File: config.mk
export PLATFORM = sky130hd
export DESIGN_NAME = writeback_queue
export DESIGN_NICKNAME = d
export VERILOG_FILES = /design/src/rtl/rv_pkg.sv /design/src/rtl/wbq_fwd_lookup.sv /design/src/rtl/writeback_queue.sv
export SDC_FILE = /design/constraint.sdc
export NUM_CORES = 1
export LEC_CHECK = 0
export CORE_MARGIN = 2
export CORE_UTILIZATION = 50
export CTS_CLUSTER_SIZE = 30
export DETAILED_ROUTE_END_ITERATION = 8
export GPL_ROUTABILITY_DRIVEN = 0
export PLACE_DENSITY = 0.84
export SLEW_MARGIN = 10
export SYNTH_ARGS = -nofsm -noshare
export SYNTH_HDL_FRONTEND = slang
export SYNTH_SLANG_ARGS = --single-unit
File: constraint.sdc
create_clock -name clk -period 5.73 [get_ports clk]
set_input_delay 1.146 -clock clk [delete_from_list [all_inputs] [get_ports clk]]
set_output_delay 1.146 -clock clk [all_outputs]
set_load 0.01 [all_outputs]
File: src/rtl/rv_pkg.sv
// Shared register-file types used by the writeback path: address width, x0
// and the queued result entry.
package rv_pkg;

    localparam int XLEN       = 64;
    localparam int REG_ADDR_W = 5;
    localparam logic [REG_ADDR_W-1:0] REG_X0 = 5'd0;

    typedef struct packed {
        logic [REG_ADDR_W-1:0] rd_addr;
        logic [XLEN-1:0]       rd_data;
    } wb_entry_t;

endpackage

File: src/rtl/wbq_fwd_lookup.sv
// Youngest-match search over the writeback queue for one operand read port.
// Entries are visited oldest to youngest from head, so the last match wins.
module wbq_fwd_lookup
    import rv_pkg::*;
#(
    parameter int DEPTH = 4,
    parameter int PTR_W = 2
) (
    input  wb_entry_t             entries [DEPTH],
    input  logic [DEPTH-1:0]      valid,
    input  logic [PTR_W-1:0]      head,
    input  logic [REG_ADDR_W-1:0] addr,
    output logic                  hit,
    output logic [XLEN-1:0]       data
);

    logic [PTR_W-1:0] idx;

    always_comb begin
        hit  = 1'b0;
        data = '0;
        idx  = '0;
        for (int k = 0; k < DEPTH; k++) begin
            idx = head + PTR_W'(k);
            if (addr != REG_X0 && valid[idx] && entries[idx].rd_addr == addr) begin
                hit  = 1'b1;
                data = entries[idx].rd_data;
            end
        end
    end

endmodule

File: src/rtl/writeback_queue.sv
// Circular buffer of completed results draining into the register file's
// single write port, with per-operand forwarding of still-queued values.
module writeback_queue
    import rv_pkg::*;
#(
    parameter int XLEN  = 64,
    parameter int DEPTH = 4
) (
    input  logic                       clk,
    input  logic                       rst,
    input  logic                       in_valid,
    output logic                       in_ready,
    input  logic [REG_ADDR_W-1:0]      in_rd_addr,
    input  logic [XLEN-1:0]            in_rd_data,
    input  logic                       rf_grant,
    output logic                       rf_reg_write,
    output logic [REG_ADDR_W-1:0]      rf_rd_addr,
    output logic [XLEN-1:0]            rf_rd_data,
    input  logic [REG_ADDR_W-1:0]      fwd_rs1_addr,
    input  logic [REG_ADDR_W-1:0]      fwd_rs2_addr,
    output logic                       fwd_rs1_hit,
    output logic                       fwd_rs2_hit,
    output logic [XLEN-1:0]            fwd_rs1_data,
    output logic [XLEN-1:0]            fwd_rs2_data,
    output logic [$clog2(DEPTH+1)-1:0] count,
    output logic                       empty
);

    localparam int PTR_W = $clog2(DEPTH);
    localparam int CNT_W = $clog2(DEPTH+1);
    localparam int EW    = rv_pkg::XLEN;

    logic [PTR_W-1:0] head_q, tail_q;
    logic [CNT_W-1:0] count_q;
    wb_entry_t        mem [DEPTH];
    logic [DEPTH-1:0] valid_mask;
    logic             push, pop;
    logic [EW-1:0]    rs1_data_w, rs2_data_w;

    // Handshake: a beat transfers on any cycle with in_valid && in_ready; the
    // producer must not wait for in_ready before raising in_valid, and in_ready
    // may rise combinationally with rf_grant when the queue is full.
    assign empty        = (count_q == '0);
    assign rf_reg_write = !empty && rf_grant;
    assign in_ready     = (count_q < CNT_W'(DEPTH)) || rf_reg_write;
    assign push         = in_valid && in_ready && (in_rd_addr != REG_X0);
    assign pop          = rf_reg_write;
    assign count        = count_q;

    assign rf_rd_addr = empty ? REG_X0 : mem[head_q].rd_addr;
    assign rf_rd_data = empty ? '0 : XLEN'(mem[head_q].rd_data);

    always_ff @(posedge clk or negedge rst) begin
        if (!rst) begin
            head_q  <= '0;
            tail_q  <= '0;
            count_q <= '0;
        end else begin
            if (push) tail_q <= tail_q + 1'b1;
            if (pop)  head_q <= head_q + 1'b1;
            case ({push, pop})
                2'b10:   count_q <= count_q + 1'b1;
                2'b01:   count_q <= count_q - 1'b1;
                default: count_q <= count_q;
            endcase
        end
    end

    // Payload needs no reset: occupancy gates every read of it.
    always_ff @(posedge clk) begin
        if (push) begin
            mem[tail_q] <= '{rd_addr: in_rd_addr, rd_data: EW'(in_rd_data)};
        end
    end

    // Slot i is occupied when its distance from head is below the count.
    always_comb begin
        valid_mask = '0;
        for (int i = 0; i < DEPTH; i++) begin
            valid_mask[i] = ({1'b0, PTR_W'(i) - head_q} < count_q);
        end
    end

    wbq_fwd_lookup #(.DEPTH(DEPTH), .PTR_W(PTR_W)) u_fwd_rs1 (
        .entries (mem),
        .valid   (valid_mask),
        .head    (head_q),
        .addr    (fwd_rs1_addr),
        .hit     (fwd_rs1_hit),
        .data    (rs1_data_w)
    );

    wbq_fwd_lookup #(.DEPTH(DEPTH), .PTR_W(PTR_W)) u_fwd_rs2 (
        .entries (mem),
        .valid   (valid_mask),
        .head    (head_q),
        .addr    (fwd_rs2_addr),
        .hit     (fwd_rs2_hit),
        .data    (rs2_data_w)
    );

    assign fwd_rs1_data = XLEN'(rs1_data_w);
    assign fwd_rs2_data = XLEN'(rs2_data_w);

endmodule

; ---- Yosys cells after proc, flatten, opt, wreduce, memory -nomap -nowiden
; Index checks and enable logic that the tools add are counted.
[word_totals]
ff_bits = 283
output_inout_bits = 205
elab_cells = 120
inputBits = 83
[op_classes]
bitwise = 5
n_eq_ne = 10
reduce_logical = 27
magnitude_cmp = 15
add_sub_neg = 10
mux = 42
[ops]
columns = cell, n
row1 = $mux W69, 9
row2 = $mux W64, 9
row3 = $bmux W69 S2, 4
row4 = $bwmux W276, 1
row5 = $demux W69 S2, 1
row6 = $eq A5 B5 Y1, 8
row7 = $logic_and A1 B1 Y1, 20
row8 = $ge A3 B3 Y1 const B, 5
row9 = $not A2 Y3, 5
row10 = $reduce_bool A5 Y1, 3
row11 = $lt A2 B3 Y1, 4
row12 = $lt A2 B3 Y1 const B, 4
row13 = $mux W1, 12
row14 = $bmux W1 S2, 4
row15 = $pmux W3 S2, 1
row16 = $mux W5, 1
row17 = $add A2 B1 Y2 const B, 2
row18 = $add A2 B2 Y2 const B, 2
row19 = $sub A1 B2 Y2 const A, 2
row20 = $sub A2 B2 Y2 const A, 2
row21 = $add A3 B1 Y3 const B, 1
row22 = $logic_not A3 Y1, 1
row23 = $lt A3 B1 Y1 const B, 1
row24 = $lt A3 B3 Y1 const B, 1
row25 = other kinds (6), 6

; ---- Longest topological paths before layout
[logic_depth]
word_depth = 10
ltp_mapped = 18
ltp_nobuf = 10

; ---- By module
; From an unflattened synthesis, not the netlist that was laid out.
[hier_totals]
cells_unflattened = 3027
hier_area_um2 = 29024.1
[by_module_without_submodules]
columns = mod, cells_each, area_per_inst_um2, instances, seq_area_each_um2
row1 = wbq_fwd_lookup, 1266, 9022.4, 2, 0.0
row2 = writeback_queue, 495, 10979.3, 1, 8463.1

; ---- Least setup slack after synthesis
; Ideal clock, no wire load.
[synth_timing]
path_type = flip-flop to output port
from = register head_q[0]
to = output port fwd_rs1_data[10]
n_path_buf = 8
required_time_ns = 4.584
t_arrival_ns = 3.943
path_stages_with_launch = 18
path_slack_ns = 0.641
cell_sequence = dfrtp_1 > buf_6 > buf_6 > buf_2 > buf_2 > buf_1 > clkbuf_1 > xnor2_1 > inv_1 > ha_1 > a211oi_1 > o32ai_1 > or4b_4 > buf_6 > clkbuf_1 > nor2_1 > a311oi_1 > o22ai_1
[synth_via]
elab_chain_len = 10
elab_cells_between_ends = 51
classes_between = 7 x add/sub / 4 x order compare / 4 x eq/ne / 24 x mux / 4 x bitwise / 8 x reduce/logical
[synth_lines]
columns = item, line
row1 = from (decl), writeback_queue.sv:33  ; logic [PTR_W-1:0] head_q, tail_q;
row2 = from (signal assigned), writeback_queue.sv:60  ; if (pop) head_q <= head_q + 1'b1;
row3 = "$sub A1 B2 Y2, or another cell as far along", writeback_queue.sv:80  ; valid_mask[i] = ({1'b0, PTR_W'(i) - head_q} < count_q);
row4 = "$lt A2 B3 Y1, or another cell as far along", writeback_queue.sv:80
row5 = "$bmux W1 S2, or another cell as far along", wbq_fwd_lookup.sv:25  ; if (addr != REG_X0 && valid[idx] && entries[idx].rd_addr == addr) begin
row6 = "$mux W1 (implied by the code), or another cell as far along", wbq_fwd_lookup.sv:25
row7 = "$logic_and A1 B1 Y1, or another cell as far along", wbq_fwd_lookup.sv:25
row8 = $logic_and A1 B1 Y1 or $eq A5 B5 Y1 (tied branches), wbq_fwd_lookup.sv:25
row9 = $mux W64 or $logic_and A1 B1 Y1 (tied branches), wbq_fwd_lookup.sv:25
row10 = $mux W64 (2 in series), wbq_fwd_lookup.sv:25
row11 = $mux W64 *, wbq_fwd_lookup.sv:25
row12 = to (decl), writeback_queue.sv:23  ; output logic [XLEN-1:0] fwd_rs1_data,
; Mark *: on every way between the ends. The rest lies on a longest branch, timed or not. The select of a mux whose other input is x is not followed.

; ---- Worst setup path after layout
[layout_timing]
from = register head_q[0]
to = output port fwd_rs1_data[56]
; The elaborated chain is that of the path after synthesis.

==> metrics.md <==
| Metric | Value |
|---|---|
| Status | complete, no violations |
| Ports | 288 |
| TNS Setup | 0 ns |
| Final hold violations | 0 |
| Most frequent cells in the layout | clkdlybuf4s50_1 (287), edfxtp_1 (276), mux2i_1 (211) |
| Routing usage on met3 | 4.874% |
| Worst endpoint required time | 4.58 ns |
| Crit. End Element | output port |
| Mapped Cells | 1975 |
| Vert. Die Dim | 203.5 um |
| Mapped cell area | 19890 um2 |
| Synth area leader | edfxtp_1 |
| Post-synthesis sequential area ratio | 42.54% |
| Antenna-violating nets left | 0 |
| Top fanout value on the critical path | 53 |
| Post-Place Cells | 2640 |
| Vias per cell | 6.435 |
| Largest net degree at the start of global routing | 151 |
| Die area | 41400 um2 |
| Largest cells by area after synthesis | edfxtp_1 (42%), mux2i_1 (11%), mux2_2 (11%) |
| Worst Max-Slew Pin Slew | 1.078 ns |
| Final Core Density | 61.30% |
| DRT Wirelength | 59990 um |
| RSZ-0062 raised after global routing | true |
| CTS Buffer Depth | 3 |
| Rows | 73 |
| Area growth, synth to finish | 21.59% |
| Cell Pwr Density | 574.5 nW/um2 |
| CTS tree | done |
| Root buffer cell | clkbuf_16 |
| Area share of the leading cell type in the synthesized netlist | 41.66% |
| Max-cap check violation count | 0 |
| Skew-Pair Late Insertion Delay | 0.58 ns |
| Share of cells above drive strength 1 | 16.43% |
| Final instance area | 24190 um2 |
| Max Fclk | 0.1780 GHz |
| Total gr overflow | 0 |
| Initial antenna violation count | 5 |
| Clk slew on worst S/H paths | 0.07 ns |
| Mapped Nets | 2068 |
| Tot GR Track Use | 27.71% |
| Most common cell after layout, fill and taps aside | clkdlybuf4s50_1 |
| GR Util met2 | 46.40% |
| Peak VDD IR | 455.7 uV |
| Yosys reg bits | 283 |
| Core ar. | 39460 um2 |
| Met1 Use GR | 34.10% |
| Initial Util | 50.42% |
| Routed length per placed instance | 22.21 um |
| Vias | 17380 |
| CTS Sinks | 283 |
| Placed inst area | 23070 um2 |
| Iter 0 DRT Violations | 1566 |
| Final Setup Violations | 0 |
| Vias in the first global route | 17431 |
| Count of pins over their slew limit | 0 |
| Setup crit start kind | register |
| TritonCTS Buffers | 31 |
| Ys Warns | 0 |
| Netlist cell types | 49 |
| Mapped Avg Cell Area | 10.07 um2 |
| Skew final | 0.02333 ns |
| Drt drc | 0 |
| GRT busiest layer | met2 |
| I/O Buffers | 287 |
| Leakage power | 8.736 nW |
| DR pass1 iterations | 6 |
| Crit path arrival time | 4.47 ns |
| Relative slew slack | 28.14% |
| Final hold slack | 0.5798 ns |
| Die width | 203.5 um |
| Crit share post-route | 98.07% |
| Final critical-path required period | 5.619 ns |
| First-pass GRT wire length | 91690 um |
| HP Class | register to register |
| # fillers | 3105 |
| CTS H-tree depth | 1 |
| Detail Placement HPWL | 37640 um |
| Fin cells | 2701 |
| Critical path class | register to output port |
| Layout net count | 2243 |
-- metal layers --
metal  wire [um]  part of all wire (%)
met1       22980                    38
met5          13                 0.022
met3        5400                   9.0
met2       28700                    48
met4        2905                   4.8
-- logic make-up (layout without fill, tap and decap cells) --
| group | after synthesis | count (layout) | share of synthesized area, % |
|---|---|---|---|
| AND/OR/NAND/NOR | 469 | 469 | 9.982 |
| multiplexers | 410 | 410 | 22.50 |
| flip-flops | 283 | 283 | 42.54 |
| buffers and inverters | 267 | 465 | 6.101 |
| XOR/XNOR | 40 | 40 | 1.761 |
| adder cells (fa/ha/maj) | 10 | 10 | 0.6667 |
| other | 0 | 3 | 0 |
| AO/OA/AOI/OAI | 496 | 496 | 16.45 |
-- flip-flops by register name, summed over array words and instances, names as in the netlist --
signal	flops
tail_q	2
head_q	2
mem	276
count	3
-- cell type report --
type	count	area, um2	area share [%]
multi-input combinational	1425	10300	42.59
sequential	283	8471	35.02
timing repair buffer	331	3411	14.10
clock buffer	40	849.6	3.512
tap	525	656.9	2.716
inverter	78	300.3	1.241
clock inverter	16	190.2	0.7863
antenna	3	7.507	0.03104
-- worst max-delay path: stages (launching register included) --
cell and delay (ns):
dfrtp_4 0.64, xnor2_1 0.28, inv_1 0.07, ha_1 0.31, a211oi_1 0.10, o32ai_1 0.75
nor3_2 0.15, clkbuf_16 0.31, buf_4 0.27, a311oi_1 0.35, o22ai_1 0.14, clkdlybuf4s50_1 0.51
-- Yosys cell counts, drive strengths merged --
library cell    n
a221oi          2
inv            78
xor2           12
o22ai          65
nand2         146
clkbuf         70
a211o           1
nand2b          4
o21ai         202
o221a          63
nand3          65
nor2          198
mux2          187
ha              9
or3b            1
mux4           11
or4b            1
a21oi          79
mux2i         212
o311a           1
a22oi           1
buf           119
o211ai          1
nand4           4
o32ai           3
a41oi           1
nor4            4
fa              1
nor2b          12
dfrtp           7
or3             2
xnor2          28
o21a            1
nor3           19
o31ai           1
and2           11
a311oi         64
edfxtp        276
or2             1
or4             1
a211oi         11
-- worst paths after layout --
| check | end | cells past startpoint | slack, ns | startpoint |
|---|---|---|---|---|
| max | fwd_rs1_data[56] | 11 | 0.11 | head_q[0]$_DFFE_PN0P_ |
| min | count[1]$_DFFE_PN0P_ | 2 | 0.58 | count[1]$_DFFE_PN0P_ |
| max reg2reg | mem[215]$_DFFE_PP_ | 5 | 3.03 | count[2]$_DFFE_PN0P_ |
| min reg2reg | count[1]$_DFFE_PN0P_ | 2 | 0.58 | count[1]$_DFFE_PN0P_ |
| max in group asynchronous | head_q[1]$_DFFE_PN0P_ | 1 | 4.60 | rst |
| min in group asynchronous | head_q[0]$_DFFE_PN0P_ | 1 | 0.85 | rst |
-- timing repair --
item / in CTS / in global routing
gates resized for setup: 0 / 7
buffers inserted: 0 / 2
endpoints found under the setup margin: 0 / 105
hold buffers: 0 / 0
hold endpoints to repair: 0 / 0
-- per-stage QoR --
step,power (mW),setup WS (ns)
finish,13.90,0.1106
global route,14.63,-0.07716
CTS,13.72,0.03612
detailed placement,11.64,0.3040
global placement,11.35,0.4314
floorplan,8.443,0.6412
-- where the power goes --
part           switching (mW)  internal (mW)  total (mW)  leakage, nW
logic                    4.92           4.09        9.01         5.64
registers               0.202           2.65        2.85         2.60
clock network           0.813           1.22        2.03        0.501
Power figures use the tool's default switching activity.
==> variant: new RTL, same settings <==
`REG_X0`: 5'd0 -> 5'd1.
--- a/src/rtl/rv_pkg.sv
+++ b/src/rtl/rv_pkg.sv
@@ -4,7 +4,7 @@
 
     localparam int XLEN       = 64;
     localparam int REG_ADDR_W = 5;
-    localparam logic [REG_ADDR_W-1:0] REG_X0 = 5'd0;
+    localparam logic [REG_ADDR_W-1:0] REG_X0 = 5'd1;
 
     typedef struct packed {
         logic [REG_ADDR_W-1:0] rd_addr;
Behaviour: not the same (a bounded check fails within 4 cycles, from zero or initial values and one cycle with rst low).
==> variant against the unedited design <==
Die area grew 2.0%; via count grew 4.9%; clock power shrank 12%; register-to-register slack lost 0.07 ns; critical path depth is the same; routed wire length grew 0.23%; sequential cell count is the same; sequential share of layout area shrank 0.28 points; cell area grew 0.80%; first-iteration DRC count grew 15%; power shrank 0.84%; synthesized area grew 2.0%; worst setup slack lost 0.025 ns.
==> variant: results (changes against the unedited design) <==
metric;value;unit;change
yosys-top-cells-count;276 x edfxtp_1, 264 x a21oi_1, 206 x nand2_1;;
wl_met2;28530;um;-0.58%
grt_pass1_wl;92720;um;+1.1%
worstMarginPinSlew;1.396;ns;+0.3177 ns
period_share;0.9851;;+0.004399
detailed_place_hpwl;37920;um;+0.73%
synth.area.top_cells;edfxtp_1 41%, mux2i_1 7.3%, a211oi_1 7.0%;;
dp_cells;2762;;+4.6%
finalHoldViolations;0;;unchanged
nets;2366;;+5.5%
crit_fanout;31;;-42%
cp-startpoint;head_q[1];;
track_usage;0.2764;;-0.0006932
clock_skew;0.01306;ns;-0.01027 ns
r2r_cells;5;;unchanged
min-delay-start;count[1];;
cpPeakStageDelay;0.61;ns;-0.14 ns
grt_max_degree;258;;+71%
yosys.cell_types.count;57;;+16%
antenna_found_initial;7;;+2
total_leakage_power;0.008223;uW;-5.9%
cp_slowest_cell;dfrtp_4;;
ys_seq_area_frac;0.4170;;-0.008445
place_area;23400;sq um;+1.4%
drt-initial-drc-count;1800;;+15%
cp-endpoint;fwd_rs2_data[30];;
drive_above_1_share;0.1150;;-0.04931
crit_family;buffers and inverters;;
largest_register_ffs;276;;unchanged
outcome;finished clean;;
wl_per_cell;21.28;um;-4.2%
wl_met1;22500;um;-2.1%
wirelength;60130;um;+0.23%
routed-wl-met3;6316;um;+17%
rr_endpoint;mem[229];;
place_ws;0.1405;ns;-0.1634 ns
cts_root_buf;clkbuf_16;;
syn_nets;2199;;+6.3%
avgSynthCellArea;9.637;sq um;-4.3%
crit_arrival;4.50;ns;+0.03 ns
synth-edff-count;276;;unchanged
portBuffers;287;;unchanged
timing.hold.ws;0.5405;ns;-0.03930 ns
grt_pass1_vias;17720;;+1.7%
r2r_setup_slack;2.96;ns;-0.07 ns
ir_worst_vdd;478.9;uV;+5.1%
clk_latency;0.57;ns;
viasPerCell;6.454;;+0.30%
[variant: changes by cell type after synthesis, sizes merged, moves of 63 or more]
cell / unedited run / this run
a211oi: 11 / 188
a21oi: 79 / 264
a311oi: 64 / 0
inv: 78 / 14
mux2: 187 / 70
mux2i: 212 / 148
o21ai: 202 / 72
o221a: 63 / 0
[variant: kinds of logic after synthesis]
| kind of cell | Yosys count | share of synthesized area |
|---|---|---|
| compound gates | 737 | 0.2287 |
| xor+xnor | 40 | 0.01726 |
| fa+ha+maj | 10 | 0.006535 |
| buf+inv | 216 | 0.05357 |
| flops | 283 | 0.4170 |
| mux | 236 | 0.1318 |
| simple gates | 584 | 0.1452 |
[variant: worst reg2reg max path, delay by kind of cell, from the launching register on]
kind / cells / cell delay, ns
AO/OA/AOI/OAI: 1 / 0.47
buffers and inverters: 1 / 0.38
flip-flops: 1 / 0.46
AND/OR/NAND/NOR: 3 / 1.16
[variant: area by class of cell]
| type | count | area [sq um] |
|---|---|---|
| clock buffers | 39 | 805.8 |
| diodes | 5 | 12.51 |
| well taps | 525 | 656.9 |
| fillers | 3125 | 15530 |
| clock inverters | 17 | 95.09 |
| inverters | 14 | 60.06 |
| repair buffers | 336 | 3473 |
| flip-flops and latches | 283 | 8471 |
| multi-input cells | 1607 | 10810 |
[variant: power breakdown]
part	internal [uW]	leakage [uW]	switching, uW
Combinational	3930	0.00519	5190
Sequential	2660	0.00260	212
Clock	989	0.000429	793
Total	7580	0.00822	6200
[variant: routing by layer]
metal / vias up / track usage
li1: 8219 / -
met1: 8560 / 0.3440
met2: 1207 / 0.4656
met3: 249 / 0.04704
met4: 4 / 0.1351
met5: - / 0
[variant: repair_timing]
item                       4_1_cts  5_1_grt
gates resized for setup          0        5
buffers inserted                 2        1
setup endpoints to repair       10       54
